**config.mk**
```make
export PLATFORM = sky130hd
export DESIGN_NAME = if_stage
export DESIGN_NICKNAME = d
export VERILOG_FILES = /design/src/rtl/if_stage.sv
export SDC_FILE = /design/constraint.sdc
export NUM_CORES = 1
export LEC_CHECK = 0
export CORE_ASPECT_RATIO = 0.7
export CORE_MARGIN = 1
export CORE_UTILIZATION = 47
export CTS_BUF_LIST = sky130_fd_sc_hd__clkbuf_4
export CTS_CLUSTER_SIZE = 30
export DETAILED_ROUTE_END_ITERATION = 12
export PLACE_DENSITY = 0.88
export SYNTH_ARGS = -nofsm -noshare
export SYNTH_HDL_FRONTEND = slang
export SYNTH_SLANG_ARGS = --single-unit
```
**constraint.sdc**
```tcl
create_clock -name clk -period 3.36 [get_ports clk]
set_input_delay 0.336 -clock clk [delete_from_list [all_inputs] [get_ports clk]]
set_output_delay 0.336 -clock clk [all_outputs]
set_load 0.05 [all_outputs]
```
**src/rtl/if_stage.sv**
```systemverilog
// -----------------------------------------------------------------------------
// if_stage
//
// Instruction-fetch stage of the pipelined MIPS core. Owns the program
// counter, generates the fetch address for instruction memory, PC+4 for the
// IF/ID register and the IF/ID write/flush controls. Chooses the next PC from
// the sequential, branch, jump, interrupt-vector and ERET-return sources, and
// keeps the saved return address (EPC) plus the interrupt-handler mask state.
//
// Ports
//   clk            in   1  rising-edge clock
//   rst1           in   1  synchronous, active-high reset
//   pcw            in   1  PC write enable from the hazard unit (0 = stall)
//   branch_taken   in   1  branch resolved taken in ID
//   branch_target  in  32  branch destination
//   jump           in   1  J/JAL/JR resolved in ID
//   jump_target    in  32  jump destination
//   eret           in   1  ERET decoded in ID
//   int_req        in   1  external interrupt request (pulse or level)
//   pc             out 32  current fetch address
//   npc4           out 32  pc + 4 (wraps modulo 2^32)
//   ifidw          out  1  IF/ID write enable
//   if_flush       out  1  IF/ID clear (squash the fetched instruction)
//   epc            out 32  saved return address
//   in_handler     out  1  1 while the state machine is in HANDLER
//
// Handshake: there is no valid/ready pair here. pcw acts as the single
// "advance" qualifier: when it is low every PC/EPC/state update and every
// redirect request is ignored, and ID keeps presenting its request until
// pcw returns high. Only int_pending keeps listening to int_req during a
// stall, so a short request pulse is never lost.
// -----------------------------------------------------------------------------
module if_stage #(
  parameter logic [31:0] RESET_PC   = 32'h0000_0000,
  parameter logic [31:0] INT_VECTOR = 32'h0000_0180
) (
  input  logic        clk,
  input  logic        rst1,
  input  logic        pcw,
  input  logic        branch_taken,
  input  logic [31:0] branch_target,
  input  logic        jump,
  input  logic [31:0] jump_target,
  input  logic        eret,
  input  logic        int_req,
  output logic [31:0] pc,
  output logic [31:0] npc4,
  output logic        ifidw,
  output logic        if_flush,
  output logic [31:0] epc,
  output logic        in_handler
);

  // Two-state machine: RUN accepts interrupts, HANDLER masks them.
  typedef enum logic {
    ST_RUN     = 1'b0,
    ST_HANDLER = 1'b1
  } state_t;

  state_t      r_state;
  logic [31:0] r_pc;
  logic [31:0] r_epc;
  logic        r_int_pending;

  logic [31:0] w_npc4;
  logic [31:0] w_seq_next;
  logic        w_redirect;
  logic        w_do_eret;
  logic        w_accept;
  logic        w_flush;

  // ---------------------------------------------------------------------------
  // Next-PC candidates
  // ---------------------------------------------------------------------------
  assign w_npc4 = r_pc + 32'd4;

  // Branch has priority over jump; both are used unmasked.
  always_comb begin
    w_seq_next = w_npc4;
    if (branch_taken) begin
      w_seq_next = branch_target;
    end else if (jump) begin
      w_seq_next = jump_target;
    end
  end

  assign w_redirect = branch_taken | jump;

  // ERET only counts inside the handler; in RUN it falls through to the
  // ordinary sequential/redirect decision.
  assign w_do_eret = pcw & (r_state == ST_HANDLER) & eret;

  // Acceptance is blocked by ERET only structurally: the two conditions need
  // different states, so they can never both be true.
  assign w_accept  = pcw & (r_state == ST_RUN) & r_int_pending;

  // ---------------------------------------------------------------------------
  // IF/ID controls
  // ---------------------------------------------------------------------------
  // On acceptance the fetched instruction is only wrong if ID is redirecting,
  // which is the same condition as an ordinary redirect, so accept and
  // redirect share the flush term.
  always_comb begin
    w_flush = 1'b0;
    if (!rst1 && pcw) begin
      if (w_do_eret) begin
        w_flush = 1'b1;
      end else if (w_accept) begin
        w_flush = w_redirect;
      end else begin
        w_flush = w_redirect;
      end
    end
  end

  assign if_flush = w_flush;
  assign ifidw    = pcw & ~rst1;
  assign npc4     = w_npc4;

  // ---------------------------------------------------------------------------
  // State, PC, EPC and pending-interrupt registers
  // ---------------------------------------------------------------------------
  always_ff @(posedge clk) begin
    if (rst1) begin
      r_pc          <= RESET_PC;
      r_epc         <= 32'h0000_0000;
      r_int_pending <= 1'b0;
      r_state       <= ST_RUN;
    end else begin
      // Pending latch listens even during stalls; the accept edge clears it
      // and that clear beats a simultaneous request.
      if (w_accept) begin
        r_int_pending <= 1'b0;
      end else if (int_req) begin
        r_int_pending <= 1'b1;
      end

      if (pcw) begin
        if (w_do_eret) begin
          r_pc    <= r_epc;
          r_state <= ST_RUN;
        end else if (w_accept) begin
          // Return to wherever the program would have gone next, including a
          // branch/jump resolved on this same edge.
          r_epc   <= w_seq_next;
          r_pc    <= INT_VECTOR;
          r_state <= ST_HANDLER;
        end else begin
          r_pc <= w_seq_next;
        end
      end
    end
  end

  assign pc         = r_pc;
  assign epc        = r_epc;
  assign in_handler = (r_state == ST_HANDLER);

endmodule

```
* Word-level counts from Yosys, hierarchy flattened
Index checks and enable logic that the tools add are counted.
** Operators by class
- $add $sub $neg :: 1
- Multiplexer cells :: 8
- Bitwise operators :: 9
- Reductions and logical operators :: 6
** Operators by type and width (number)
- 32-bit two-way mux :: 4
- 32-bit by 3-bit adder with 32-bit output, second input constant :: 1
- 1-bit AND :: 5
- 1-bit two-way mux :: 4
- 1-bit NOT :: 3
- 3-bit AND reduction :: 1
- 2-bit AND reduction :: 1
- 2-bit nonzero test :: 1
- 2-bit OR reduction :: 1
- 1-bit logical AND :: 1
- 1-bit logical NOT :: 1
- 1-bit OR :: 1
** Word-level totals
- Register bits after elaboration :: 66
- Bits of input ports :: 71
- Output and inout port bits :: 99

* Longest topological paths before layout
- Depth after elaboration :: 5
- Gate-level depth with buffers :: 8

* Worst setup path before layout
Ideal clock, no wire load.
- Path type :: flip-flop to flip-flop
- Start :: reg r_pc[2] (netlist: pc[2])
- End :: reg r_pc[26] (netlist: pc[26])
- Library setup time :: 0.103 ns
- Arrival :: 3.023 ns
- Data required time :: 3.257 ns
- Setup slack :: 0.233 ns
- Cell stages (with the launch flop) :: 8
- Cells stage by stage :: dfxtp_1 ha_1 and3_1 and2_1 nand4_1 xnor2_1 a222oi_1 a2111oi_2
** Between the ends
- Cells in the longest elaborated chain, start to end :: 5
** Ends and longest elaborated chain
- from (decl) :: line 61 : logic [31:0] r_pc;
- from (signal assigned) :: line 140 : r_pc <= r_epc;
- from (signal assigned) :: line 149 : r_pc <= w_seq_next;
- 32-bit by 3-bit adder with 32-bit output :: line 75 : assign w_npc4 = r_pc + 32'd4;
- via npc4[26] :: line 47 : output logic [31:0] npc4,
- 32-bit two-way mux :: line 82 : end else if (jump) begin
- 32-bit two-way mux :: line 80 : if (branch_taken) begin
- 32-bit two-way mux :: line 142 : end else if (w_accept) begin
- 32-bit two-way mux :: line 139 : if (w_do_eret) begin
The timed path passes the listed nets, and every way through them passes these cells.
A chain may end at the register's enable or synchronous reset.

* Worst setup path after layout
- Start :: reg r_pc[3] (netlist: pc[3])
- End :: out npc4[18]
** Between the ends
- Cells in the longest elaborated chain, start to end :: 1
** Ends and longest elaborated chain (line)
- 32-bit by 3-bit adder with 32-bit output :: 75
- to (decl) :: 47
Every way passes these cells.

==> results.sh <==
export IMPL_status="finished, final reports clean"
export IMPL_synth_cell_types=63
export IMPL_drt_iter0_markers=534
export IMPL_finalHoldViolations=0
export IMPL_synth_top_family_by_area="compound AO/OA/AOI/OAI gates"
export IMPL_core_area_um2=7940
export IMPL_hpwl_um=11300
export IMPL_synthAdderAreaFrac_pct=0.321
export IMPL_gp_congestion=0.894
export IMPL_synth_edf_count=0
export IMPL_rows=27
export IMPL_syn_nets=553
export IMPL_synth_seq_cells=66
export IMPL_finalSetupTns_ns=0
export IMPL_rsz0062_at_grt="false"
export IMPL_synth_compound_area_share_pct=26.6
export IMPL_setup_violations=0
export IMPL_cts_buffers=9
export IMPL_cp_top_family="buffers and inverters"
export IMPL_crit_slowest_cell="clkdlybuf4s50_1"
export IMPL_synth_cell_area_um2=3900
export IMPL_worstMarginPinSlew_ns=0.799
export IMPL_port_buffers=169
export IMPL_timing_max_cap_violations=0
export IMPL_post_cts_buffers=0
export IMPL_initial_core_util_pct=49.2
export IMPL_end_kind="output port"
export IMPL_place_area_um2=5640
export IMPL_period_share_pct=95.9
export IMPL_root_buffer="clkbuf_4"
export IMPL_cp_required_ns=3.02
export IMPL_htree_levels=3
export IMPL_cts_num_sinks=66
export IMPL_grt_pass1_vias=4569
export IMPL_num_vias=4626
export IMPL_antenna_found_initial=0
export IMPL_tritoncts="done"
export IMPL_crit_path_cell_trace="ha_1, nand3_1, nor4_1, xnor2_1, clkdlybuf4s50_1"
export IMPL_cp_arrival_ns=2.89
export IMPL_synth_avg_cell_area_um2=8.12
export IMPL_fin_skew_ns=0.0221
export IMPL_synthXorXnorAreaFrac_pct=6.86
export IMPL_first_pass_iters=5
export IMPL_fp_dieW_um=111
export IMPL_ys_seq_area_share_pct=33.8
export IMPL_async_flop_share_pct=0
export IMPL_hold_path_class="flip-flop to flip-flop"
export IMPL_slew_headroom_pct=46.6
export IMPL_grt_max_degree=42
export IMPL_ys_flop_type="dfxtp_1"
export IMPL_leakage_uw=0.00231
export IMPL_clkLatencyLatePin_ns=0.44
export IMPL_synth_simple_area_share_pct=21.8
export IMPL_stdcell_area_um2=5780
export IMPL_grt_usage_pct=35.5
export IMPL_die_area_um2=8680
export IMPL_ctsResizeCount=0
export IMPL_syn_inst=481
export IMPL_diodes=0
export IMPL_crit_type="flip-flop to output port"
export IMPL_vdd_drop_max_v=0.000217
export IMPL_slowest_delay_ns=0.87
export IMPL_routedWlPerCell_um=20.5
export IMPL_syn2layout_area_growth_pct=48.0
export IMPL_final_core_util_pct=72.8
export IMPL_timing_critical_path_from_type="flip-flop"
export IMPL_io_pins=170
export IMPL_slew_viol_final=0
export IMPL_fmax_mhz=310
export IMPL_antenna_left=0
export IMPL_yosysWarnings=0
export IMPL_wl_um=15300
export IMPL_cts_clk_slew_worst_paths_ns=0.13
export IMPL_yosysTopAreaCellShare_pct=33.8
export IMPL_viasPerCell=6.18
export IMPL_grt_pass1_wl_um=24100
export IMPL_clockBufferDepth=2
export IMPL_synth_mux_area_share_pct=4.65
export IMPL_grt_overflow=0
export IMPL_synth_area_leader_cell="dfxtp_1"
export IMPL_drc=0
export IMPL_netlist_top_cells_area="dfxtp_1, nor2_1, a21oi_1"
export IMPL_path_buf_inv=1
export IMPL_worst_path_max_fanout=6
export IMPL_drive_gt1_share_pct=8.81
export IMPL_dieHeight_um=78.3
export IMPL_ctsHoldBuffers=0
export IMPL_fin_crit_ns=3.22
export IMPL_final_nets=714
export IMPL_pwr_density_cell_nw_per_um2=385
-- placed cells by master (no fill, tap or decap), types with 17 or more instances in the layout --
master,Yosys,final
clkdlybuf4s50_1,0,157
buf_4,3,19
mux2i_1,17,17
dfxtp_1,66,66
a211oi_1,17,17
nand2_1,30,30
nand3_1,17,17
nor2_1,64,64
a21oi_1,46,46
xnor2_1,22,22
o21ai_0,40,40
-- final cells by class --
class,count,area (um2)
repair buffers,186,1830
inverters,8,30.0
well taps,101,126
multi-input cells,371,2360
clock inverters,7,46.3
fillers,597,2160
clock buffers,9,67.6
flip-flops and latches,66,1320
-- path summary, 6_finish.rpt --
check | from | end | slack, ns | depth (start not counted)
worst max-delay path | pc[3]$_SDFFE_PP0P_ | npc4[18] | 0.14 | 5
worst min-delay path | epc[2]$_SDFFE_PP0P_ | epc[2]$_SDFFE_PP0P_ | 0.49 | 2
worst max register to register | pc[10]$_SDFFE_PP0P_ | pc[29]$_SDFFE_PP0P_ | 0.95 | 7
worst min register to register | epc[2]$_SDFFE_PP0P_ | epc[2]$_SDFFE_PP0P_ | 0.49 | 2
-- cell families (layout without fill, tap and decap cells) --
family,count (synthesis),count (layout)
DFF,66,66
muxes,18,18
buffers and inverters,44,210
AOI/OAI and AO/OA,160,160
xor gates and xnor gates,28,28
and+or+nand+nor,164,164
adders and majority gates,1,1
-- state kept, by name, summed over array words and instances (netlist names) --
name / cells
in_handler: 1
pc: 32
r_int_pending: 1
epc: 32
-- cells in the mapped netlist (all sizes together) (7+ instances only) --
cell type	count
a211oi	18
dfxtp	66
mux2i	17
xnor2	24
nand4	12
o21ai	44
and3	10
buf	10
nor2	67
nand2	30
nor3	7
inv	8
a22oi	9
a21oi	46
nand3	19
a222oi	7
o211ai	7
clkbuf	25
-- power by group --
| part | total (uW) | leakage (uW) | switching (uW) | internal, uW |
|---|---|---|---|---|
| logic | 842 | 0.00171 | 532 | 311 |
| registers | 915 | 0.000542 | 78.0 | 837 |
| clock network | 466 | 0.0000593 | 318 | 149 |
-- per-stage QoR --
stage | instances | worst slack (ns) | total power (uW) | hold WS [ns]
5_1_grt | 748 | 0.00436 | 2310 | 0.520
4_1_cts | 748 | 0.0362 | 2210 | 0.493
3_3_place_gp | 732 | 0.570 | 1750 | 0.464
2_1_floorplan | 481 | 0.233 | 1430 | 0.476
3_5_place_dp | 732 | 0.531 | 1760 | 0.474
6_report | 748 | 0.136 | 2220 | 0.494
-- layer usage --
layer	track usage (%)	vias to the layer above	share of wire (%)
met4	13.6	0	2.7
li1	-	2091	-
met5	0	-	0
met1	45.5	2138	40
met2	55.8	358	44
met3	11.4	39	13
-- worst reg2reg max path: cells and delay by family (launching register included) --
kind | cells | cell delay (ns)
compound gates | 2 | 0.58
xor+xnor | 1 | 0.16
flops | 1 | 0.53
simple gates | 4 | 1.00
No activity file was read; power rests on OpenSTA's default activity.
